## config.mk

```make
export PLATFORM = sky130hd
export DESIGN_NAME = mem_arbiter
export DESIGN_NICKNAME = d
export VERILOG_FILES = /design/src/rtl/gpu_mem_pkg.sv /design/src/rtl/rr_pick.sv /design/src/rtl/mem_arbiter.sv
export SDC_FILE = /design/constraint.sdc
export NUM_CORES = 1
export LEC_CHECK = 0
export CORE_ASPECT_RATIO = 1.1
export CORE_MARGIN = 3
export CORE_UTILIZATION = 45
export CTS_BUF_LIST = sky130_fd_sc_hd__clkbuf_16
export CTS_CLUSTER_SIZE = 14
export DETAILED_ROUTE_END_ITERATION = 8
export PLACE_DENSITY = 0.87
export SLEW_MARGIN = 20
export SYNTH_ARGS = -nofsm -noshare
export SYNTH_HDL_FRONTEND = slang
export SYNTH_SLANG_ARGS = --single-unit
export TNS_END_PERCENT = 5
```

## constraint.sdc

```tcl
create_clock -name clk -period 6 [get_ports clk]
set_input_delay 0.6 -clock clk [delete_from_list [all_inputs] [get_ports clk]]
set_output_delay 0.6 -clock clk [all_outputs]
set_load 0.01 [all_outputs]
```

## src/rtl/gpu_mem_pkg.sv

```systemverilog
// Shared memory-side types and default widths for the LSUs, arbiter and gpu top.
package gpu_mem_pkg;

    localparam int unsigned DEF_ADDR_BITS = 8;
    localparam int unsigned DEF_DATA_BITS = 8;

    typedef enum logic [1:0] {
        IDLE,
        READ_WAITING,
        WRITE_WAITING,
        RELAYING
    } mem_arb_state_t;

endpackage

```

## src/rtl/rr_pick.sv

```systemverilog
// Combinational round-robin picker: first requester at or after i_ptr, wrapping modulo NUM.
module rr_pick #(
    parameter int unsigned NUM   = 4,
    parameter int unsigned PTR_W = (NUM > 1) ? $clog2(NUM) : 1
) (
    input  logic [NUM-1:0]   i_req,
    input  logic [PTR_W-1:0] i_ptr,
    output logic             o_found,
    output logic [PTR_W-1:0] o_winner
);

    int unsigned      w_idx;
    logic [PTR_W-1:0] w_sel;

    always_comb begin
        o_found  = 1'b0;
        o_winner = '0;
        w_idx    = 0;
        w_sel    = '0;
        for (int k = 0; k < int'(NUM); k++) begin
            w_idx = int'(i_ptr) + k;
            if (w_idx >= NUM) begin
                w_idx = w_idx - NUM;
            end
            w_sel = PTR_W'(w_idx);
            if (!o_found && i_req[w_sel]) begin
                o_found  = 1'b1;
                o_winner = w_sel;
            end
        end
    end

endmodule

```

## src/rtl/mem_arbiter.sv

```systemverilog
// Round-robin arbiter sharing one data-memory channel among NUM_CONSUMERS requesters,
// one transaction at a time, with fully registered outputs.
module mem_arbiter
    import gpu_mem_pkg::*;
#(
    parameter int unsigned NUM_CONSUMERS = 4,
    parameter int unsigned ADDR_BITS     = DEF_ADDR_BITS,
    parameter int unsigned DATA_BITS     = DEF_DATA_BITS
) (
    input  logic                               clk,
    input  logic                               reset,
    input  logic [NUM_CONSUMERS-1:0]           consumer_read_valid,
    input  logic [NUM_CONSUMERS*ADDR_BITS-1:0] consumer_read_address,
    output logic [NUM_CONSUMERS-1:0]           consumer_read_ready,
    output logic [NUM_CONSUMERS*DATA_BITS-1:0] consumer_read_data,
    input  logic [NUM_CONSUMERS-1:0]           consumer_write_valid,
    input  logic [NUM_CONSUMERS*ADDR_BITS-1:0] consumer_write_address,
    input  logic [NUM_CONSUMERS*DATA_BITS-1:0] consumer_write_data,
    output logic [NUM_CONSUMERS-1:0]           consumer_write_ready,
    output logic                               mem_read_valid,
    output logic [ADDR_BITS-1:0]               mem_read_address,
    input  logic                               mem_read_ready,
    input  logic [DATA_BITS-1:0]               mem_read_data,
    output logic                               mem_write_valid,
    output logic [ADDR_BITS-1:0]               mem_write_address,
    output logic [DATA_BITS-1:0]               mem_write_data,
    input  logic                               mem_write_ready
);

    localparam int unsigned PTR_W = (NUM_CONSUMERS > 1) ? $clog2(NUM_CONSUMERS) : 1;

    mem_arb_state_t     r_state, w_state_next;
    logic [PTR_W-1:0]   r_rr_ptr, w_rr_ptr_next;
    logic [PTR_W-1:0]   r_id, w_id_next;
    logic [ADDR_BITS-1:0] r_addr, w_addr_next;
    logic [DATA_BITS-1:0] r_wdata, w_wdata_next;
    logic               r_mem_rv, w_mem_rv_next;
    logic               r_mem_wv, w_mem_wv_next;
    logic [NUM_CONSUMERS-1:0] r_rready, w_rready_next;
    logic [NUM_CONSUMERS-1:0] r_wready, w_wready_next;
    logic [DATA_BITS-1:0] r_rdata [NUM_CONSUMERS];
    logic [DATA_BITS-1:0] w_rdata_next [NUM_CONSUMERS];

    logic [ADDR_BITS-1:0] w_rd_addr [NUM_CONSUMERS];
    logic [ADDR_BITS-1:0] w_wr_addr [NUM_CONSUMERS];
    logic [DATA_BITS-1:0] w_wr_data [NUM_CONSUMERS];
    logic [NUM_CONSUMERS-1:0] w_req;
    logic                 w_found;
    logic [PTR_W-1:0]     w_winner;
    logic                 w_served_valid;

    for (genvar i = 0; i < NUM_CONSUMERS; i++) begin : g_slice
        assign w_rd_addr[i] = consumer_read_address[i*ADDR_BITS +: ADDR_BITS];
        assign w_wr_addr[i] = consumer_write_address[i*ADDR_BITS +: ADDR_BITS];
        assign w_wr_data[i] = consumer_write_data[i*DATA_BITS +: DATA_BITS];
        assign consumer_read_data[i*DATA_BITS +: DATA_BITS] = r_rdata[i];
    end

    assign w_req = consumer_read_valid | consumer_write_valid;

    rr_pick #(
        .NUM   (NUM_CONSUMERS),
        .PTR_W (PTR_W)
    ) u_rr_pick (
        .i_req    (w_req),
        .i_ptr    (r_rr_ptr),
        .o_found  (w_found),
        .o_winner (w_winner)
    );

    // Only the direction that was served gates the release; the other stays pending.
    assign w_served_valid = (|r_rready) ? consumer_read_valid[r_id] : consumer_write_valid[r_id];

    always_comb begin
        w_state_next  = r_state;
        w_rr_ptr_next = r_rr_ptr;
        w_id_next     = r_id;
        w_addr_next   = r_addr;
        w_wdata_next  = r_wdata;
        w_mem_rv_next = r_mem_rv;
        w_mem_wv_next = r_mem_wv;
        w_rready_next = r_rready;
        w_wready_next = r_wready;
        w_rdata_next  = r_rdata;
        unique case (r_state)
            IDLE: begin
                if (w_found) begin
                    w_id_next    = w_winner;
                    w_wdata_next = w_wr_data[w_winner];
                    if (consumer_read_valid[w_winner]) begin
                        w_addr_next   = w_rd_addr[w_winner];
                        w_mem_rv_next = 1'b1;
                        w_state_next  = READ_WAITING;
                    end else begin
                        w_addr_next   = w_wr_addr[w_winner];
                        w_mem_wv_next = 1'b1;
                        w_state_next  = WRITE_WAITING;
                    end
                end
            end
            READ_WAITING: begin
                if (mem_read_ready) begin
                    w_mem_rv_next       = 1'b0;
                    w_rdata_next[r_id]  = mem_read_data;
                    w_rready_next[r_id] = 1'b1;
                    w_state_next        = RELAYING;
                end
            end
            WRITE_WAITING: begin
                if (mem_write_ready) begin
                    w_mem_wv_next       = 1'b0;
                    w_wready_next[r_id] = 1'b1;
                    w_state_next        = RELAYING;
                end
            end
            RELAYING: begin
                if (!w_served_valid) begin
                    w_rready_next = '0;
                    w_wready_next = '0;
                    w_rr_ptr_next = (int'(r_id) == int'(NUM_CONSUMERS) - 1) ? '0
                                                                            : r_id + PTR_W'(1);
                    w_state_next  = IDLE;
                end
            end
            default: w_state_next = IDLE;
        endcase
    end

    always_ff @(posedge clk or posedge reset) begin
        if (reset) begin
            r_state  <= IDLE;
            r_rr_ptr <= '0;
            r_id     <= '0;
            r_addr   <= '0;
            r_wdata  <= '0;
            r_mem_rv <= 1'b0;
            r_mem_wv <= 1'b0;
            r_rready <= '0;
            r_wready <= '0;
            r_rdata  <= '{default: '0};
        end else begin
            r_state  <= w_state_next;
            r_rr_ptr <= w_rr_ptr_next;
            r_id     <= w_id_next;
            r_addr   <= w_addr_next;
            r_wdata  <= w_wdata_next;
            r_mem_rv <= w_mem_rv_next;
            r_mem_wv <= w_mem_wv_next;
            r_rready <= w_rready_next;
            r_wready <= w_wready_next;
            r_rdata  <= w_rdata_next;
        end
    end

    assign consumer_read_ready  = r_rready;
    assign consumer_write_ready = r_wready;
    assign mem_read_valid       = r_mem_rv;
    assign mem_write_valid      = r_mem_wv;
    assign mem_read_address     = r_addr;
    assign mem_write_address    = r_addr;
    assign mem_write_data       = r_wdata;

endmodule

```

-- Word level (Yosys, flattened, before mapping)
Index checks and enable logic that the tools add are counted.
- register bits: 64
- bits of input ports: 116
- word-level logic and storage cells: 135
- $add $sub $neg: 8
- $lt $le $gt $ge: 14
- eq/ne operators: 10
- multiplexer cells: 62
- bitwise logic cells: 6
- reduce and logical (&&, ||, !) cells: 22
- operators by type and width (operator ; count):
    $mux W8 ; 8
    $bmux W8 S2 ; 3
    $bwmux W32 ; 1
    $mux W2 ; 14
    $mux W1 ; 19
    $lt A2 B3 Y1 const B ; 6
    $demux W8 S2 ; 1
    $pmux W4 S2 ; 2
    $ge A3 B3 Y1 const B ; 5
    $bmux W1 S2 ; 7
    $mux W4 ; 3
    $or A4 B4 Y4 ; 3
    $reduce_and A4 Y1 ; 3
    $ne A2 B2 Y1 const B ; 5
    $pmux W2 S4 ; 1
    $reduce_bool A2 Y1 ; 4
    $sub A2 B1 Y2 const B ; 4
    $add A2 B2 Y3 const B ; 2
    $not A2 Y3 ; 2
    $reduce_and A2 Y1 ; 3
    $reduce_and A3 Y1 ; 2
    $logic_and A1 B1 Y1 ; 5
    $eq A2 B1 Y1 const B ; 2
    $eq A2 B2 Y1 const B ; 2
    other kinds (12) ; 15

-- Logic depth before layout (Yosys ltp)
- depth after elaboration: 19
- mapped depth: 8
- mapped depth without buffers: 7

-- Modules after synthesis
A second synthesis with hierarchy kept.
- cells, all modules: 277
- area, all modules: 3574.7 um^2
- modules (own cells, without submodules) (module ; times used ; cells each ; area each (um^2) ; seq. area each (um^2)):
    mem_arbiter ; 1 ; 262 ; 3497.1 ; 1601.5
    rr_pick ; 1 ; 15 ; 77.6 ; 0.0

-- Worst setup path after synthesis
Ideal clock, no wire load.
- path type: input-to-reg
- start: input port consumer_read_valid[3]
- end: register r_state[1]
- setup time: 121 ps
- arrival time: 2090 ps
- data required time: 5879 ps
- setup slack: 3789 ps
- stages: 7
- path through: buf_4 -> mux4_2 -> mux2i_4 -> inv_2 -> a221oi_2 -> o21ai_1 -> o22a_1
- word-level cells in the longest chain between the ends: 18
- elaborated cells on any way between the ends: 34
- classes of those cells: eq/ne (2); mux (24); bitwise (1); reduce/logical (7)
- RTL lines (item ; RTL line ; source):
    start: declaration ; mem_arbiter.sv:12 ; input logic [NUM_CONSUMERS-1:0] consumer_read_valid,
    $or A4 B4 Y4 ; mem_arbiter.sv:59 ; assign w_req = consumer_read_valid | consumer_write_valid;
    $bmux W1 S2 ; rr_pick.sv:26 ; if (!o_found && i_req[w_sel]) begin
    $mux W1 (implied by the code) ; rr_pick.sv:26 ;
    $mux W1 ; rr_pick.sv:26 ;
    $logic_not A1 Y1 ; rr_pick.sv:26 ;
    $logic_and A1 B1 Y1 ; rr_pick.sv:26 ;
    $mux W1 ; rr_pick.sv:26 ;
    $logic_not A1 Y1 ; rr_pick.sv:26 ;
    [... 2 more ...] ; -- ;
    $logic_not A1 Y1 ; rr_pick.sv:26 ;
    $logic_and A1 B1 Y1 ; rr_pick.sv:26 ;
    $mux W2 ; rr_pick.sv:26 ;
    $bmux W1 S2 ; mem_arbiter.sv:90 ; if (consumer_read_valid[w_winner]) begin
    $mux W1 (implied by the code) ; mem_arbiter.sv:90 ;
    $mux W2 ; mem_arbiter.sv:90 ;
    $mux W2 ; mem_arbiter.sv:87 ; if (w_found) begin
    $pmux W2 S4 ; mem_arbiter.sv:85 ; unique case (r_state)
    end signal: assignment ; mem_arbiter.sv:142 ; r_state <= w_state_next;
    end: declaration ; mem_arbiter.sv:32 ; mem_arb_state_t r_state, w_state_next;
Parallel ways exist; a longest one is shown, timed or not. The select of a mux whose other input is x is not followed.
A chain may end at the register's enable or synchronous reset.

-- Worst setup path in the final report
- start: input port consumer_read_valid[2]
- end: register r_wdata[2], in the netlist mem_write_data[2]
- word-level cells in the longest chain between the ends: 17
- elaborated cells on any way between the ends: 28
- classes of those cells: mux (19); bitwise (2); reduce/logical (7)
- RTL lines (item ; RTL line ; source):
    $or A4 B4 Y4 (*) ; mem_arbiter.sv:59 ;
    $bmux W1 S2 ; rr_pick.sv:26 ;
    $mux W1 (implied by the code) ; rr_pick.sv:26 ;
    $mux W1 ; rr_pick.sv:26 ;
    $logic_not A1 Y1 ; rr_pick.sv:26 ;
    $logic_and A1 B1 Y1 ; rr_pick.sv:26 ;
    $mux W1 ; rr_pick.sv:26 ;
    $logic_not A1 Y1 ; rr_pick.sv:26 ;
    $logic_and A1 B1 Y1 ; rr_pick.sv:26 ;
    $mux W1 ; rr_pick.sv:26 ;
    $logic_not A1 Y1 ; rr_pick.sv:26 ;
    $logic_and A1 B1 Y1 ; rr_pick.sv:26 ;
    $mux W2 ; rr_pick.sv:26 ;
    $not A2 Y3 (implied by the code) ; mem_arbiter.sv:89 ; w_wdata_next = w_wr_data[w_winner];
    $bmux W8 S2 ; mem_arbiter.sv:89 ;
    $mux W8 (implied by the code) (2 in a row) ; mem_arbiter.sv:89 ;
    end signal: assignment ; mem_arbiter.sv:146 ; r_wdata <= w_wdata_next;
    end: declaration ; mem_arbiter.sv:36 ; logic [DATA_BITS-1:0] r_wdata, w_wdata_next;
Every way passes the cells marked *; elsewhere a longest branch is shown, timed or not. The select of a mux whose other input is x is not followed.

==> results.yml <==
floorplan:
  die_w_um: 93.52
  ios: 182
  initial_utilization_pct: 47.15
  core_um2: 8040
  row_count: 34
  die_h_um: 102.3
  die_area_um2: 9563
grt:
  grt_use_total_pct: 23.72
  grt_max_degree: 65
  grt_pass1_vias: 3518
  antenna_found_initial: 0
  grt_busiest_layer: "met2"
  grt_use_met3_pct: 6.038
  grt_util_met1_pct: 27.05
  gr-usage-met2_pct: 42.79
  grt_pass1_wl_um: 17540
  grt_remaining_overflow: 0
cells_and_area:
  num-fill-cells: 545
  area_growth_pct: 57.26
  stdcell_area_um2: 5962
  nNetsFinal: 632
  layout-drive-gt1-share_pct: 13.65
  antenna_cells: 0
  final_core_util_pct: 74.15
placed_design:
  routabilityCongestion: 0.8937
  port_buffers: 181
  place_area_um2: 5612
  dp_hpwl_um: 8441
synth:
  yosys-top-cells-area: "dfrtp_1, mux2i_1, mux2_2"
  yosysMostFrequentCell: "mux2i_1"
  ys_ff_latch: 64
  async_flop_share_pct: 100.0
  syn_area_um2: 3791
  syn_area_per_cell_um2: 11.28
  synth_top_area_share_pct: 42.24
  synthCells: 336
  synth_edf_count: 0
  yosysTopAreaCell: "dfrtp_1"
  yosysWarnings: 0
  mappedNetlistNets: 460
  yosysSeqAreaShare_pct: 42.24
  synthTopCellsByCount: "mux2i_1, dfrtp_1, mux2_2"
  synth.distinct_cells: 49
  ys.flop_type: "dfrtp_1"
detailed_routing:
  drt_wl_total_um: 10970
  drc: 0
  vias: 3306
  wl_per_cell_um: 17.67
  via_per_inst: 5.324
  ant_nets: 0
  drt_iter0_drc: 110
  first_pass_iters: 4
clock_tree:
  hold_buffers: 0
  path_clk_slew_ns: 0.06
  cts.sinks: 64
  cts_buffers: 9
  clk_latency_ns: 0.32
  root_buffer: "clkbuf_16"
  cts_tree: "built"
  cts_max_level: 3
  cts_buffer_depth: 2
  ctsResizeCount: 0
  cts_setup_buffers: 0
timing:
  period_share_pct: 51.38
  whs_ns: 0.4992
  finalCriticalPeriod_ns: 3.083
  clock_skew_ns: 0.005223
  slew_headroom_pct: 47.50
  finalSetupTns_ns: 0
  worst_pin_slew_ns: 0.7875
  hold_viol_final: 0
  rsz0062_at_grt: "false"
  drv_slew: 0
  fmax_mhz: 324.4
  finalSetupViolCount: 0
pwr:
  p_leak_nw: 2.635
  p_per_area_nw_per_um2: 474.4
  total_power_mw: 2.828
  peakVddDrop_mv: 0.2124
critical_path:
  start_kind: "input pin"
  end_kind: "register"
  cp_data_arrival_time_ns: 3.32
  worstPathMaxFanout: 33
  cp_data_required_time_ns: 6.24
  r2r_cells: 7
  path_class: "in -> reg"
job:
  cap_violations: 0
hold_path:
  min_path_type: "reg -> reg"
  whs_path_depth: 2
status:
  status: "finished, final reports clean"
## state kept, by name, summed over array words and instances, names as in the netlist
| register | count |
|---|---|
| consumer_read_data | 32 |
| consumer_read_ready | 4 |
| consumer_write_ready | 4 |
| mem_read_address | 8 |
| mem_read_valid | 1 |
| mem_write_data | 8 |
| mem_write_valid | 1 |
| r_id | 2 |
| r_rr_ptr | 2 |
| r_state | 2 |
## kinds of logic after synthesis
family                     count (synthesis)  share of synthesized area [%]
AOI/OAI and AO/OA                         54                          9.340
adders and majority gates                  8                          2.640
buffers and inverters                     34                          5.016
DFF                                       64                          42.24
muxes                                    117                          33.27
and+or+nand+nor                           59                          7.492
## where the power goes
group          internal, mW  switching (mW)
Clock                 0.411           0.202
Sequential            0.636           0.154
Combinational         0.796           0.630
Total                  1.84           0.986
## layout make-up
type | count | area (µm²) | area share, %
timing repair buffer | 184 | 1834 | 30.77
clock inverter | 7 | 125.1 | 2.099
inverter | 11 | 41.29 | 0.6925
clock buffer | 9 | 225.2 | 3.778
tap | 108 | 135.1 | 2.267
sequential | 64 | 1602 | 26.86
multi-input combinational | 238 | 1999 | 33.54
## worst max-delay path, stage by stage
cell and delay, ns:
clkdlybuf4s50_1 0.89, nor2_1 0.18, a211oi_1 0.62, nor3_4 0.08, buf_4 0.32, mux2i_1 0.17
mux2_2 0.29, o21ai_1 0.14
## per-stage QoR
stage	setup slack (ns)	instances
after floorplan	3.789	336
after global routing	2.764	621
final	2.917	621
after global placement	2.753	605
after CTS	2.966	621
after detailed placement	2.642	605
## placed cells by master (no fill, tap or decap), types with 2 or more instances in the layout
cell and count:
a21boi_0 3, a21oi_1 7, a22o_1 2, buf_4 3
bufinv_16 3, clkbuf_16 9, clkdlybuf4s50_1 181, dfrtp_1 64
ha_1 8, inv_1 9, inv_2 2, inv_6 3
mux2_2 41, mux2i_1 72, mux4_2 2, nand2_1 29
nand2b_1 3, nand3_1 4, nor2_1 8, nor2b_1 4
nor3_1 2, nor3b_1 2, o21a_1 2, o21ai_1 21
o21bai_1 2, o22ai_1 3
## metal layers
| layer | wire length (µm) | up-vias |
|---|---|---|
| li1 | - | 1553 |
| met1 | 4136 | 1569 |
| met2 | 5716 | 162 |
| met3 | 861 | 22 |
| met4 | 258 | 0 |
| met5 | 0 | - |
## path summary, 6_finish.rpt
| check | startpoint | end | slack, ns |
|---|---|---|---|
| min in group asynchronous | reset | consumer_read_data[2] | 0.85 |
| max in group asynchronous | reset | consumer_read_ready[2] | 4.64 |
| worst max-delay path | consumer_read_valid[2] | mem_write_data[2] | 2.92 |
| worst max register to register | r_rr_ptr[1] | mem_write_data[2] | 3.75 |
| worst min register to register | mem_write_data[7] | mem_write_data[7] | 0.50 |
| worst min-delay path | mem_write_data[7] | mem_write_data[7] | 0.50 |
Power figures use the tool's default switching activity.
